### src/rtl/sha256_core_iter.sv
`default_nettype none
// ============================================================================
// Module   : sha256_core_iter
// Purpose  : Iterative SHA-256 compression engine. Accepts one 512-bit block
//            plus a chaining value, runs the 64 compression rounds over
//            64/ROUNDS_PER_CYCLE clocks and returns the updated digest.
// Params   : ROUNDS_PER_CYCLE - rounds unrolled per clock (1, 2, 4 or 8)
// Ports    : clk        - system clock, rising edge
//            rst        - asynchronous active-high reset
//            start      - block request, accepted only while ready=1
//            init       - 1: start from the IV, 0: start from digest_in
//            sha224     - (SHA256_CORE_SHA224_EN only) select SHA-224 IV and
//                         truncate the last digest word to zero
//            digest_in  - chaining value, word A in [255:224]
//            message    - message block, W0 in [511:480]
//            ready      - engine idle
//            valid      - one-cycle pulse, digest_out freshly updated
//            digest_out - result, H0' in [255:224], held until next result
// Options  : define SHA256_CORE_SHA224_EN to add the SHA-224 mode
// Revision : 1.0 - initial release
// ============================================================================
module sha256_core_iter #(
    parameter int ROUNDS_PER_CYCLE = 1
) (
    input  logic         clk,
    input  logic         rst,
    input  logic         start,
    input  logic         init,
`ifdef SHA256_CORE_SHA224_EN
    input  logic         sha224,
`endif
    input  logic [255:0] digest_in,
    input  logic [511:0] message,
    output logic         ready,
    output logic         valid,
    output logic [255:0] digest_out
);

    generate
        if (!(ROUNDS_PER_CYCLE == 1 || ROUNDS_PER_CYCLE == 2 ||
              ROUNDS_PER_CYCLE == 4 || ROUNDS_PER_CYCLE == 8)) begin : g_rpc_check
            $error("sha256_core_iter: ROUNDS_PER_CYCLE must be 1, 2, 4 or 8");
        end
    endgenerate

    localparam logic [255:0] c_iv256 =
        256'h6a09e667_bb67ae85_3c6ef372_a54ff53a_510e527f_9b05688c_1f83d9ab_5be0cd19;
`ifdef SHA256_CORE_SHA224_EN
    localparam logic [255:0] c_iv224 =
        256'hc1059ed8_367cd507_3070dd17_f70e5939_ffc00b31_68581511_64f98fa7_befa4fa4;
`endif

    localparam logic [31:0] c_k [64] = '{
        32'h428a2f98, 32'h71374491, 32'hb5c0fbcf, 32'he9b5dba5,
        32'h3956c25b, 32'h59f111f1, 32'h923f82a4, 32'hab1c5ed5,
        32'hd807aa98, 32'h12835b01, 32'h243185be, 32'h550c7dc3,
        32'h72be5d74, 32'h80deb1fe, 32'h9bdc06a7, 32'hc19bf174,
        32'he49b69c1, 32'hefbe4786, 32'h0fc19dc6, 32'h240ca1cc,
        32'h2de92c6f, 32'h4a7484aa, 32'h5cb0a9dc, 32'h76f988da,
        32'h983e5152, 32'ha831c66d, 32'hb00327c8, 32'hbf597fc7,
        32'hc6e00bf3, 32'hd5a79147, 32'h06ca6351, 32'h14292967,
        32'h27b70a85, 32'h2e1b2138, 32'h4d2c6dfc, 32'h53380d13,
        32'h650a7354, 32'h766a0abb, 32'h81c2c92e, 32'h92722c85,
        32'ha2bfe8a1, 32'ha81a664b, 32'hc24b8b70, 32'hc76c51a3,
        32'hd192e819, 32'hd6990624, 32'hf40e3585, 32'h106aa070,
        32'h19a4c116, 32'h1e376c08, 32'h2748774c, 32'h34b0bcb5,
        32'h391c0cb3, 32'h4ed8aa4a, 32'h5b9cca4f, 32'h682e6ff3,
        32'h748f82ee, 32'h78a5636f, 32'h84c87814, 32'h8cc70208,
        32'h90befffa, 32'ha4506ceb, 32'hbef9a3f7, 32'hc67178f2
    };

    // ------------------------------------------------------------------
    // FIPS 180-4 helper functions
    // ------------------------------------------------------------------
    function automatic logic [31:0] rotr(input logic [31:0] x, input int n);
        return (x >> n) | (x << (32 - n));
    endfunction

    function automatic logic [31:0] bsig0(input logic [31:0] x);
        return rotr(x, 2) ^ rotr(x, 13) ^ rotr(x, 22);
    endfunction

    function automatic logic [31:0] bsig1(input logic [31:0] x);
        return rotr(x, 6) ^ rotr(x, 11) ^ rotr(x, 25);
    endfunction

    function automatic logic [31:0] ssig0(input logic [31:0] x);
        return rotr(x, 7) ^ rotr(x, 18) ^ (x >> 3);
    endfunction

    function automatic logic [31:0] ssig1(input logic [31:0] x);
        return rotr(x, 17) ^ rotr(x, 19) ^ (x >> 10);
    endfunction

    // One compression round on the packed working state {a,b,c,d,e,f,g,h}.
    function automatic logic [255:0] round_f(input logic [255:0] s,
                                             input logic [31:0]  k,
                                             input logic [31:0]  w);
        logic [31:0] a, b, c, d, e, f, g, h, t1, t2;
        {a, b, c, d, e, f, g, h} = s;
        t1 = h + bsig1(e) + ((e & f) ^ (~e & g)) + k + w;
        t2 = bsig0(a) + ((a & b) ^ (a & c) ^ (b & c));
        return {t1 + t2, a, b, c, d + t1, e, f, g};
    endfunction

    // ------------------------------------------------------------------
    // State machine
    // ------------------------------------------------------------------
    typedef enum logic [1:0] {
        S_IDLE  = 2'd0,
        S_ROUND = 2'd1,
        S_FINAL = 2'd2
    } state_t;

    state_t        r_state;
    state_t        w_state_next;

    logic [6:0]    r_cnt;          // rounds completed so far, 0..64
    logic [6:0]    w_cnt_next;
    logic [255:0]  r_h;            // chaining value captured at start
    logic [255:0]  r_work;         // working variables a..h, a in [255:224]
    logic [31:0]   r_w [16];       // sliding schedule window, r_w[0] = W[t]
    logic          r_valid;
    logic [255:0]  r_digest;
`ifdef SHA256_CORE_SHA224_EN
    logic          r_sha224;
`endif

    logic [255:0]  w_chain;
    logic [255:0]  w_work_next;
    logic [31:0]   w_ext [16 + ROUNDS_PER_CYCLE];
    logic [255:0]  w_sum;

    assign w_cnt_next = r_cnt + 7'(ROUNDS_PER_CYCLE);

    always_ff @(posedge clk or posedge rst) begin
        if (rst) begin
            r_state <= S_IDLE;
        end else begin
            r_state <= w_state_next;
        end
    end

    always_comb begin
        w_state_next = r_state;
        ready        = 1'b0;
        case (r_state)
            S_IDLE: begin
                ready = 1'b1;
                if (start) begin
                    w_state_next = S_ROUND;
                end
            end
            S_ROUND: begin
                if (w_cnt_next == 7'd64) begin
                    w_state_next = S_FINAL;
                end
            end
            S_FINAL: begin
                w_state_next = S_IDLE;
            end
            default: begin
                w_state_next = S_IDLE;
            end
        endcase
    end

    // ------------------------------------------------------------------
    // Datapath
    // ------------------------------------------------------------------
    always_comb begin
`ifdef SHA256_CORE_SHA224_EN
        w_chain = init ? (sha224 ? c_iv224 : c_iv256) : digest_in;
`else
        w_chain = init ? c_iv256 : digest_in;
`endif
    end

    // ROUNDS_PER_CYCLE rounds chained in one clock; round j of this cycle
    // uses schedule word r_w[j] and constant K[r_cnt + j].
    always_comb begin
        w_work_next = r_work;
        for (int j = 0; j < ROUNDS_PER_CYCLE; j++) begin
            w_work_next = round_f(w_work_next, c_k[r_cnt[5:0] + 6'(j)], r_w[j]);
        end
    end

    // Extend the window by ROUNDS_PER_CYCLE words; later new words may depend
    // on earlier new words of the same cycle (W[t-2] term), hence the chain.
    always_comb begin
        for (int i = 0; i < 16; i++) begin
            w_ext[i] = r_w[i];
        end
        for (int j = 0; j < ROUNDS_PER_CYCLE; j++) begin
            w_ext[16 + j] = ssig1(w_ext[14 + j]) + w_ext[9 + j] +
                            ssig0(w_ext[1 + j]) + w_ext[j];
        end
    end

    always_comb begin
        w_sum = '0;
        for (int i = 0; i < 8; i++) begin
            w_sum[32*i +: 32] = r_h[32*i +: 32] + r_work[32*i +: 32];
        end
`ifdef SHA256_CORE_SHA224_EN
        if (r_sha224) begin
            w_sum[31:0] = '0;
        end
`endif
    end

    always_ff @(posedge clk or posedge rst) begin
        if (rst) begin
            r_cnt    <= '0;
            r_h      <= '0;
            r_work   <= '0;
            r_valid  <= 1'b0;
            r_digest <= '0;
            for (int i = 0; i < 16; i++) begin
                r_w[i] <= '0;
            end
`ifdef SHA256_CORE_SHA224_EN
            r_sha224 <= 1'b0;
`endif
        end else begin
            r_valid <= 1'b0;
            case (r_state)
                S_IDLE: begin
                    if (start) begin
                        r_cnt  <= '0;
                        r_h    <= w_chain;
                        r_work <= w_chain;
                        for (int i = 0; i < 16; i++) begin
                            r_w[i] <= message[511 - 32*i -: 32];
                        end
`ifdef SHA256_CORE_SHA224_EN
                        r_sha224 <= sha224;
`endif
                    end
                end
                S_ROUND: begin
                    r_cnt  <= w_cnt_next;
                    r_work <= w_work_next;
                    for (int i = 0; i < 16; i++) begin
                        r_w[i] <= w_ext[i + ROUNDS_PER_CYCLE];
                    end
                end
                S_FINAL: begin
                    r_digest <= w_sum;
                    r_valid  <= 1'b1;
                end
                default: begin
                    r_valid <= 1'b0;
                end
            endcase
        end
    end

    assign valid      = r_valid;
    assign digest_out = r_digest;

endmodule
`default_nettype wire
### config.mk
export PLATFORM = sky130hd
export DESIGN_NAME = sha256_core_iter
export DESIGN_NICKNAME = d
export VERILOG_FILES = /design/src/rtl/sha256_core_iter.sv
export SDC_FILE = /design/constraint.sdc
export NUM_CORES = 2
export LEC_CHECK = 0
export ABC_AREA = 1
export CELL_PAD_IN_SITES_DETAIL_PLACEMENT = 1
export CELL_PAD_IN_SITES_GLOBAL_PLACEMENT = 2
export CORE_UTILIZATION = 30
export DETAILED_ROUTE_END_ITERATION = 8
export PLACE_DENSITY = 0.72
export SLEW_MARGIN = 20
export SYNTH_ARGS = -nofsm -noshare
export SYNTH_HDL_FRONTEND = slang
export SYNTH_SLANG_ARGS = --single-unit
### constraint.sdc
create_clock -name clk -period 55.7 [get_ports clk]
set_input_delay 8.355 -clock clk [delete_from_list [all_inputs] [get_ports clk]]
set_output_delay 8.355 -clock clk [all_outputs]
set_load 0.02 [all_outputs]
=== Word level (Yosys, flattened, before mapping) ===
Memories as Yosys holds them, arrays and structs flattened.
Cells that the tools add are included.

* Logic and storage cells: 95
* Memories kept: 1
* Register bits after elaboration: 1290
* Bits in read-only memories: 2048

* Magnitude comparators: 1
* Eq/ne operators: 5
* Bitwise operators: 28
* Add/sub/neg operators: 19
* Reductions and logical operators: 5
* Multiplexer cells: 14

{| class="wikitable"
|+ Memories
! name !! words !! bits a word !! read ports !! clocked after memory_dff !! wr ports !! RTL line !! RTL
|-
| (name not given) || 64 || 32 || 1 || 0 || 0 || 184 || <nowiki>w_work_next = round_f(w_work_next, c_k[r_cnt[5:0] + 6'(j)], r_w[j]);</nowiki>
|}

{| class="wikitable"
|+ Operators by type and width
! operator !! count
|-
| one-hot mux 512 bit (2 select lines) || 1
|-
| adder 32 bit || 18
|-
| two-way mux 256 bit || 2
|-
| two-way mux 512 bit || 1
|-
| one-hot mux 256 bit (2 select lines) || 1
|-
| bitwise XOR 32 bit || 9
|-
| bitwise AND 32 bit || 5
|-
| two-way mux 32 bit || 2
|-
| inverter 32 bit || 1
|-
| bitwise OR 10 x 32 -> 32 bit || 1
|-
| bitwise OR 13 x 32 -> 32 bit || 1
|-
| bitwise OR 14 x 32 -> 32 bit || 1
|-
| bitwise OR 15 x 32 -> 32 bit || 1
|-
| bitwise OR 19 x 32 -> 32 bit || 1
|-
| bitwise OR 21 x 32 -> 32 bit || 1
|-
| bitwise OR 25 x 32 -> 32 bit || 1
|-
| bitwise OR 26 x 32 -> 32 bit || 1
|-
| bitwise OR 30 x 32 -> 32 bit || 1
|-
| bitwise OR 7 x 32 -> 32 bit || 1
|-
| bitwise XOR 32 x 22 -> 32 bit || 1
|-
| bitwise XOR 32 x 29 -> 32 bit || 1
|-
| one-hot mux 7 bit (2 select lines) || 1
|-
| adder 7 x 1 -> 7 bit (second input constant) || 1
|-
| equality test 7 bit (second input constant) || 1
|-
| 12 further kinds || 17
|}

=== Depth between registers and ports, before layout ===
* Depth after elaboration: 9
* Mapped depth: 47
* Mapped depth without buffers: 46

=== Worst setup path before layout ===
No wires, ideal clock.

* Path type: input -> register
* From: input start
* To: register r_w[372] (netlist bit)
* Setup time: 0.132 ns
* Arrival time: 9.296 ns
* Data required time: 55.568 ns
* Cell stages on the path: 9
* Setup slack: 46.272 ns
* Path through: nand2_4 inv_4 nor2_8 inv_4 buf_4 buf_4 buf_2 o211ai_1 o21ai_0

* Longest elaborated chain between the ends: 2

{| class="wikitable"
|+ Ends and longest elaborated chain
! element !! RTL line !! RTL
|-
| from (decl) || 27 || <nowiki>input logic start,</nowiki>
|-
| inequality test 2 bit (no source line) || n/a ||
|-
| AND reduction 2 bit (no source line) || n/a ||
|-
| to (signal, indexed assignment) || 234 || <nowiki>r_w[i] <= message[511 - 32*i -: 32];</nowiki>
|-
| to (signal, indexed assignment) || 245 || <nowiki>r_w[i] <= w_ext[i + ROUNDS_PER_CYCLE];</nowiki>
|-
| to (decl) || 122 || <nowiki>logic [31:0] r_w [16];</nowiki>
|}

No other way between the ends.
A chain may end at the register's enable or synchronous reset.

=== Worst setup path in the final report ===
* From: input start
* To: register r_w[276] (netlist bit)

The elaborated chain is that of the path after synthesis.

==> results.json <==
{
  "ir_drop_v": 0.0000193,
  "yosysWarnings": 0,
  "io_pins": 1030,
  "synth_top_area_frac": 0.366,
  "synth_top_cell_by_area": "dfrtp_1",
  "ctsResizeCount": 0,
  "cts_buffer_depth": 4,
  "ys_seq_elements": 1290,
  "synth_edf_count": 0,
  "htreeDepth": 4,
  "post-route-util": 0.368,
  "min_path_type": "flop to flop",
  "grt_pass1_wl_um": 644000,
  "ctsHoldBuffers": 0,
  "rsz0062_at_grt": "false",
  "seq_area_frac_synth": 0.366,
  "async_flop_share": 1.00,
  "cts_buffers": 170,
  "cts-root-buf": "clkbuf_16",
  "status": "finished clean",
  "r2r_slack_ns": 45.27,
  "crit_cells": 9,
  "fp.coreArea_um2": 292000,
  "fmax_ghz": 0.0809,
  "criticalPathCategory": "primary input to flop",
  "yosys-top-cells-area": "dfrtp_1 37%, nand2_1 12%, inv_1 6.8%",
  "final_max_slew_viol_count": 0,
  "grt_usage": 0.299,
  "vias": 86000,
  "drc": 0,
  "die_h_um": 544,
  "via_per_inst": 5.22,
  "ff2ff_path_depth": 38,
  "crit_end": "r_w[276]",
  "slowest_stage": "buf_4",
  "die_w_um": 544,
  "port_buffers": 1029,
  "cpLargestDelayFamily": "buffers and inverters",
  "finalCritPeriodShare": 0.222,
  "ys_types": 76,
  "hold_violations": 0,
  "grt_antenna_before_repair": 96,
  "leakagePower_nw": 51.8,
  "fin_crit_ns": 12.36,
  "routedWlPerCell_um": 27.4,
  "maxSlewHeadroom": 0.191,
  "setup.worst_path.start": "start",
  "finalPower_mw": 2.18,
  "netlist_area_um2": 88100,
  "cts_tree": "done",
  "clock_sinks": 1290,
  "cp-end-kind": "flop",
  "place.gp.congestion": 0.959,
  "place_hpwl_um": 366000,
  "avgSynthCellArea_um2": 7.53,
  "maxCapViolations": 0,
  "post_cts_buffers": 0,
  "tightest_slew_ns": 1.21,
  "synth_ff_type": "dfrtp_1",
  "fin_tns_setup_ns": 0,
  "r2r_end": "r_work[246]",
  "synth.most_common_cell": "nand2_1",
  "crit_arrival_ns": 13.13,
  "dr.pass1.iters": 5,
  "wirelength_um": 452000,
  "start_util": 0.302,
  "drive_above_1_share": 0.0490,
  "die-area_um2": 296000,
  "grt_pass1_vias": 89300,
  "startpoint_type": "primary input",
  "crit_buf_inv": 5,
  "areaGrowthSynthToFinish_pct": 21.8,
  "r2r_start": "r_cnt[1]",
  "clock_latency_ns": 0.88,
  "drtAntennaViolNets": 0,
  "crit_path_cell_trace": "clkdlybuf4s50_1 -> nand2_8 -> inv_8 -> nor2_8 -> inv_16 -> buf_12 -> buf_4 -> o211ai_1 -> o21ai_0",
  "finalSetupViolCount": 0,
  "synthCells": 11700,
  "worst-endpoint-required_ns": 56.47,
  "drt_iter0_markers": 6238,
  "synth_common_cells": "2757 x nand2_1, 1601 x inv_1, 1290 x dfrtp_1",
  "finalClockSkew_ns": 0.0422,
  "nets": 13800,
  "cp_max_fo": 285,
  "row_count": 198,
  "power_density_nw_per_um2": 20.3,
  "syn-num-nets": 13100,
  "fill_cells": 35300,
  "grt_max_degree": 286,
  "max_stage_delay_ns": 0.95,
  "path_clk_slew_ns": 0.06,
  "overflow": 0
}
-- worst min-delay path: cells and delay by family, from the launching register on --
family | cells | cell delay, ns
flip-flops | 1 | 0.34
AND/OR/NAND/NOR | 2 | 0.10
-- worst min path at each step --
stage               startpoint         endpoint  slack (ns)  depth (start not counted)
2_1_floorplan         r_w[193]         r_w[193]        0.45                          2
3_3_place_gp          r_w[137]         r_w[137]        0.46                          2
3_5_place_dp   digest_out[159]  digest_out[159]        0.47                          2
4_1_cts        digest_out[150]  digest_out[150]        0.49                          2
5_1_grt                 r_h[7]           r_h[7]        0.49                          2
6_report       digest_out[179]  digest_out[179]        0.48                          2
-- cells by family (layout without fill, tap and decap cells) --
kind of cell | Yosys count | after routing | synth area share
compound gates | 2793 | 2793 | 0.193
xor+xnor | 365 | 365 | 0.0363
fa+ha+maj | 584 | 584 | 0.0996
buf+inv | 2180 | 3026 | 0.0964
flops | 1290 | 1290 | 0.366
simple gates | 4489 | 4489 | 0.208
other cells | 0 | 40 | 0
-- power breakdown --
part / internal (mW) / switching [mW]
combinational: 0.0524 / 0.0553
clock: 0.661 / 0.477
sequential: 0.937 / 0
total: 1.65 / 0.532
-- cells in the final DEF (no fill, tap or decap), types with 10 or more instances in the layout --
cell type and count:
nand2_1 2756, inv_1 1598, dfrtp_1 1288, o21ai_0 1071, clkdlybuf4s50_1 1028, nor2_1 982, o211ai_1 513, a21oi_1 464
ha_1 389, nand3_1 325, o31ai_1 217, fa_1 195, xnor2_1 183, xor2_1 182, clkbuf_16 173, a31oi_1 157
or2_2 154, nor3_1 96, buf_4 82, nand4_1 79, o21ai_1 57, o221ai_1 48, o21bai_1 47, clkbuf_8 41
diode_2 40, a21o_1 36, clkbuf_1 35, o22ai_1 30, nand3b_1 26, clkinv_2 23, a31o_2 19, a21boi_0 19
a221oi_1 16, nor4_1 16, o21ai_2 13, o21a_1 13, nand2_2 11, a21oi_2 10
-- sequential cells by signal, indices dropped and copies added, names as in the netlist --
signal and cells:
r_w 512, digest_out 256, r_h 256, r_work 256, r_cnt 7, r_state 2, valid 1
-- routing by layer --
layer / vias to the layer above / track usage / wire, um / part of all wire
met1: 43200 / 0.400 / 202000 / 0.45
met2: 2224 / 0.490 / 209000 / 0.46
met5: - / 0 / 503 / 0.0011
li1: 39900 / - / - / -
met3: 589 / 0.0491 / 24300 / 0.054
met4: 76 / 0.0954 / 15700 / 0.035
-- through the flow --
| step | worst slack, ns | instances | hold slack, ns | instance area [um^2] |
|---|---|---|---|---|
| 2_1_floorplan | 10.99 | 11700 | 0.452 | 88100 |
| 3_3_place_gp | 42.69 | 16100 | 0.465 | 102000 |
| 3_5_place_dp | 42.54 | 16100 | 0.472 | 102000 |
| 4_1_cts | 43.39 | 16400 | 0.488 | 107000 |
| 5_1_grt | 43.07 | 16500 | 0.495 | 107000 |
| 6_report | 43.34 | 16500 | 0.481 | 107000 |
-- cell type report --
class	instances	area, um^2	share of cell area
Multi-Input combinational cell	8231	47300	0.441
Clock buffer	248	5010	0.0467
Clock inverter	50	599	0.00558
Timing Repair Buffer	1118	11000	0.103
Antenna cell	40	100	0.000933
Sequential cell	1290	32300	0.301
Tap cell	3900	4880	0.0455
Inverter	1610	6090	0.0567
(Power assumes the default switching activity.)
